`src/rtl/reg_scan_pkg.sv`:
```
// reg_scan_pkg
// Shared types and constants for the register-file scanner.
//   state_t   : scanner FSM encoding (IDLE, DUMP, LOAD, DONE)
//   MODE_DUMP : mode value selecting a register-file read-out
//   MODE_LOAD : mode value selecting a register-file preload
package reg_scan_pkg;

  typedef enum logic [1:0] {
    IDLE = 2'd0,
    DUMP = 2'd1,
    LOAD = 2'd2,
    DONE = 2'd3
  } state_t;

  localparam logic MODE_DUMP = 1'b0;
  localparam logic MODE_LOAD = 1'b1;

endpackage

```
`src/rtl/reg_scan.sv`:
```
// reg_scan
// Walks every register-file address in order on command.
//   Dump mode: reads each register and streams it out (out_data/out_valid/
//              out_last, registered) under out_ready backpressure.
//   Load mode: accepts in_data/in_valid words (in_ready high while loading)
//              and writes them to consecutive registers.
// Ports:
//   clk, rst            : clock, asynchronous active-high reset
//   start, mode         : command strobe and mode, sampled only in IDLE
//   busy, done          : busy through DUMP/LOAD/DONE; done pulses in DONE
//   rf_rd_addr/rf_rd_data             : register file read port
//   rf_wr_addr/rf_wr_data/rf_wr_en    : register file write port
//   out_data/out_valid/out_last/out_ready : dump stream
//   in_data/in_valid/in_ready             : load stream
//   dbg_state           : current FSM state for observation
//
// Handshake: a beat transfers on a rising edge where valid && ready are both
// high. The producer holds valid and data stable until that transfer; the
// consumer may raise or drop ready at any time.
module reg_scan
  import reg_scan_pkg::*;
#(
  parameter int WIDTH  = 8,
  parameter int LENGTH = 4,
  localparam int ADDR_WIDTH = $clog2(LENGTH)
) (
  input  logic                  clk,
  input  logic                  rst,
  input  logic                  start,
  input  logic                  mode,
  output logic                  busy,
  output logic                  done,
  output logic [ADDR_WIDTH-1:0] rf_rd_addr,
  input  logic [WIDTH-1:0]      rf_rd_data,
  output logic [ADDR_WIDTH-1:0] rf_wr_addr,
  output logic [WIDTH-1:0]      rf_wr_data,
  output logic                  rf_wr_en,
  output logic [WIDTH-1:0]      out_data,
  output logic                  out_valid,
  output logic                  out_last,
  input  logic                  out_ready,
  input  logic [WIDTH-1:0]      in_data,
  input  logic                  in_valid,
  output logic                  in_ready,
  output state_t                dbg_state
);

  localparam logic [ADDR_WIDTH-1:0] LAST_IDX = ADDR_WIDTH'(LENGTH - 1);

  state_t                state_q, state_d;
  logic [ADDR_WIDTH-1:0] idx_q, idx_d;
  logic                  issued_q, issued_d;
  logic [WIDTH-1:0]      out_data_q, out_data_d;
  logic                  out_valid_q, out_valid_d;
  logic                  out_last_q, out_last_d;
  logic                  beat_load;

  // State register (all flops).
  always_ff @(posedge clk or posedge rst) begin
    if (rst) begin
      state_q     <= IDLE;
      idx_q       <= '0;
      issued_q    <= 1'b0;
      out_data_q  <= '0;
      out_valid_q <= 1'b0;
      out_last_q  <= 1'b0;
    end else begin
      state_q     <= state_d;
      idx_q       <= idx_d;
      issued_q    <= issued_d;
      out_data_q  <= out_data_d;
      out_valid_q <= out_valid_d;
      out_last_q  <= out_last_d;
    end
  end

  // Next-state logic.
  always_comb begin
    state_d = state_q;
    case (state_q)
      IDLE: if (start) state_d = (mode == MODE_LOAD) ? LOAD : DUMP;
      DUMP: if (out_valid_q && out_ready && out_last_q) state_d = DONE;
      LOAD: if (in_valid && (idx_q == LAST_IDX)) state_d = DONE;
      DONE: state_d = IDLE;
      default: state_d = IDLE;
    endcase
  end

  // Datapath: address walk and the single registered output beat.
  always_comb begin
    idx_d       = idx_q;
    issued_d    = issued_q;
    out_data_d  = out_data_q;
    out_valid_d = out_valid_q;
    out_last_d  = out_last_q;
    // The beat register can take a new word when it is empty or draining now.
    beat_load   = (state_q == DUMP) && !issued_q && (!out_valid_q || out_ready);
    case (state_q)
      DUMP: begin
        if (beat_load) begin
          out_data_d  = rf_rd_data;
          out_valid_d = 1'b1;
          out_last_d  = (idx_q == LAST_IDX);
          // Hold idx at the last address instead of wrapping; issued marks
          // that every address has been read.
          if (idx_q == LAST_IDX) issued_d = 1'b1;
          else                   idx_d    = idx_q + 1'b1;
        end else if (out_valid_q && out_ready) begin
          out_valid_d = 1'b0;
          out_last_d  = 1'b0;
        end
      end
      LOAD: begin
        // On the final handshake idx stays put; DONE clears it.
        if (in_valid && (idx_q != LAST_IDX)) idx_d = idx_q + 1'b1;
      end
      DONE: begin
        idx_d    = '0;
        issued_d = 1'b0;
      end
      default: ;
    endcase
  end

  // Outputs decoded from state.
  always_comb begin
    busy       = (state_q != IDLE);
    done       = (state_q == DONE);
    in_ready   = (state_q == LOAD);
    rf_wr_en   = (state_q == LOAD) && in_valid;
    rf_wr_addr = idx_q;
    rf_wr_data = in_data;
    rf_rd_addr = idx_q;
    out_data   = out_data_q;
    out_valid  = out_valid_q;
    out_last   = out_last_q;
    dbg_state  = state_q;
  end

endmodule

```
`config.mk`:
```
export PLATFORM = sky130hd
export DESIGN_NAME = reg_scan
export DESIGN_NICKNAME = d
export VERILOG_FILES = /design/src/rtl/reg_scan_pkg.sv /design/src/rtl/reg_scan.sv
export SDC_FILE = /design/constraint.sdc
export NUM_CORES = 1
export LEC_CHECK = 0
export BUFFER_PORTS_ARGS = -buffer_cell sky130_fd_sc_hd__buf_2
export CELL_PAD_IN_SITES_DETAIL_PLACEMENT = 2
export CELL_PAD_IN_SITES_GLOBAL_PLACEMENT = 2
export CORE_AREA = 2 2 72 54
export DETAILED_ROUTE_END_ITERATION = 10
export DIE_AREA = 0 0 74 56
export GPL_TIMING_DRIVEN = 0
export PLACE_DENSITY_LB_ADDON = 0.1
export SLEW_MARGIN = 10
export SYNTH_ARGS = -nofsm -noshare
export SYNTH_HDL_FRONTEND = slang
export SYNTH_SLANG_ARGS = --single-unit
```
`constraint.sdc`:
```
create_clock -name clk -period 2.6 [get_ports clk]
set_input_delay 0.39 -clock clk [delete_from_list [all_inputs] [get_ports clk]]
set_output_delay 0.39 -clock clk [all_outputs]
set_load 0.02 [all_outputs]
```
==> impl_metrics.env <==
export IMPL_outcome="completed"
export IMPL_fin_tns_setup_ns=0
export IMPL_ys_flop_type="dfrtp_1"
export IMPL_hold_path_class="in2async"
export IMPL_grt_pass1_wl_um=3340
export IMPL_detail_route_iter0_violations=17
export IMPL_power_total_uw=1460
export IMPL_yosysWarningCount=0
export IMPL_clkTransAtPathRegs_ns=0.06
export IMPL_vias_per_cell=4.07
export IMPL_insertion_delay_ns=0.24
export IMPL_cts_tree="built"
export IMPL_dp_slack_ns=0.854
export IMPL_clkPwrFrac=0.127
export IMPL_critPathMaxFanout=10
export IMPL_setup_viol=0
export IMPL_diodes=0
export IMPL_combPwrFrac=0.573
export IMPL_async_flop_share=1.00
export IMPL_h_tree_depth=1
export IMPL_via_count=700
export IMPL_dieArea_um2=4140
export IMPL_place_detailed_hpwl_um=1690
export IMPL_tightest_slew_ns=0.602
export IMPL_cp_start_kind="flop"
export IMPL_maxSlewHeadroom=0.598
export IMPL_fillers=387
export IMPL_routedWlPerCell_um=11.8
export IMPL_syn_area_um2=857
export IMPL_fmax_mhz=584
export IMPL_synthCells=77
export IMPL_r2r_end="out_data[4]$_DFFE_PP0P_"
export IMPL_syn_num_nets=106
export IMPL_r2r_slack_ns=0.89
export IMPL_r2r_cells=5
export IMPL_die_h_um=56
export IMPL_critical_path_endpoint="out_data[4]$_DFFE_PP0P_"
export IMPL_cts_buffers_inserted=3
export IMPL_drv_cap=0
export IMPL_area_growth_syn_to_layout_pct=36.5
export IMPL_io_buffers=41
export IMPL_r2r_start="dbg_state[1]$_DFFE_PP0P_"
export IMPL_nNetsFinal=152
export IMPL_grt_pass1_vias=699
export IMPL_clockRootBuffer="clkbuf_8"
export IMPL_path_class="reg2reg"
export IMPL_grt_overflow_total=0
export IMPL_core_area_um2=3400
export IMPL_drive_gt1_frac=0.475
export IMPL_grt_max_degree=16
export IMPL_drc=0
export IMPL_yosysSeqAreaShare=0.438
export IMPL_post_route_period_util=0.659
export IMPL_ctsHoldBuffers=0
export IMPL_p_int_uw=812
export IMPL_final_hold_violation_count=0
export IMPL_synth_cell_types=23
export IMPL_ant_nets=0
export IMPL_end_kind="flop"
export IMPL_min_period_ns=1.71
export IMPL_wirelength_um=2030
export IMPL_peakVddDrop_v=0.000379
export IMPL_synth_edf_count=0
export IMPL_gp_congestion=0.672
export IMPL_cellLeakagePower_uw=0.000613
export IMPL_cp_data_required_time_ns=2.72
export IMPL_cts_resized_gates=0
export IMPL_postCtsSetupBuffers=0
export IMPL_power_frac_seq=0.300
export IMPL_cts_path_max_buffers=2
export IMPL_net_switching_power_uw=647
export IMPL_crit_arrival_ns=1.84
export IMPL_setup_ws_ns=0.887
export IMPL_finClkSkew_ns=0.00181
export IMPL_rsz0062_at_grt="no"
export IMPL_std_cell_rows=18
export IMPL_die_w_um=74
export IMPL_postSynthAreaPerCell_um2=11.1
export IMPL_antenna_found_initial=0
export IMPL_switching_share=0.443
export IMPL_clock_sinks=15
export IMPL_grtUsageTotal=0.108
export IMPL_power_density_nw_per_um2=1250
export IMPL_cp_startpoint="dbg_state[1]$_DFFE_PP0P_"
export IMPL_slew_viol_final=0
export IMPL_start_util=0.252
export IMPL_synth_seq_cells=15
export IMPL_num_io_pins=50
export IMPL_drt_pass1_iter_count=4
==> worst max-delay path, cell delays in order (launching register included) <==
cell,delay (ns)
dfrtp_1,0.42
inv_1,0.11
ha_1,0.30
nor3b_2,0.21
buf_4,0.21
mux2_1,0.34
==> cell type report <==
class,count,area (um^2),area share
clock buffers,4,45.0,0.0385
inverters,7,26.3,0.0225
well taps,50,62.6,0.0535
repair buffers,41,205,0.175
plain buffers,11,82.6,0.0706
flip-flops and latches,15,375,0.321
multi-input cells,44,373,0.319
==> per-layer routing <==
| metal | vias to the layer above | GRT usage | share of wire |
|---|---|---|---|
| met5 | - | 0 | 0 |
| met2 | 25 | 0.173 | 0.48 |
| met1 | 335 | 0.132 | 0.45 |
| met4 | 0 | 0.0390 | 0.013 |
| li1 | 338 | - | - |
| met3 | 2 | 0.0399 | 0.059 |
==> cell usage after synthesis, drive strengths merged (2+ instances only) <==
cell    number  area, um^2
a21oi        2        10.0
a31oi        2        12.5
buf         11        82.6
dfrtp       15         375
ha           7        87.6
inv          6        22.5
mux2        10         113
nand2        5        18.8
nand2b       2        12.5
nor2         3        11.3
nor2b        2        20.0
o21ai        2        10.0
==> kinds of logic after synthesis <==
group                    after synthesis  synth area share
AND/OR/NAND/NOR                       16             0.112
multiplexers                          10             0.131
flip-flops                            15             0.438
buffers and inverters                 18             0.127
AO/OA/AOI/OAI                         11            0.0891
adder cells (fa/ha/maj)                7             0.102
==> sequential cells by signal, indices dropped and copies added, names as in the netlist <==
register	cells
out_data	8
dbg_state	2
rf_rd_addr	2
issued_q	1
out_last	1
out_valid	1
==> stage by stage <==
stage	area (um^2)	hold WS, ns	std cells	utilization
6_report	1170	0.205	172	0.344
2_1_floorplan	857	0.291	77	-
4_1_cts	1170	0.223	172	0.344
3_5_place_dp	1120	0.471	168	0.331
5_1_grt	1170	0.268	172	0.344
3_3_place_gp	1120	0.464	168	0.331
==> placed cells by master (no fill, tap or decap), types with 3 or more instances in the layout <==
master	netlist	routed
dfrtp_1	15	15
nand2_1	5	5
buf_4	11	11
buf_2	0	41
nor2_1	3	3
mux2_1	10	10
ha_1	7	7
clkbuf_8	0	3
inv_1	6	6
==> power by group through the flow <==
stage / clock (uW) / combinational (uW) / sequential, uW
2_1_floorplan: 0 / 466 / 564
3_3_place_gp: 0 / 833 / 438
3_5_place_dp: 0 / 856 / 447
4_1_cts: 193 / 861 / 443
5_1_grt: 201 / 932 / 462
6_report: 185 / 836 / 438
==> how the worst min path moves through the flow <==
stage / endpoint / slack (ns)
after detailed placement: out_data[5]$_DFFE_PP0P_ / 0.47
after global routing: out_data[3]$_DFFE_PP0P_ / 0.27
after CTS: out_data[3]$_DFFE_PP0P_ / 0.22
after floorplan: dbg_state[0]$_DFFE_PP0P_ / 0.29
final: out_data[3]$_DFFE_PP0P_ / 0.20
after global placement: out_data[5]$_DFFE_PP0P_ / 0.46
(Power assumes the default switching activity.)
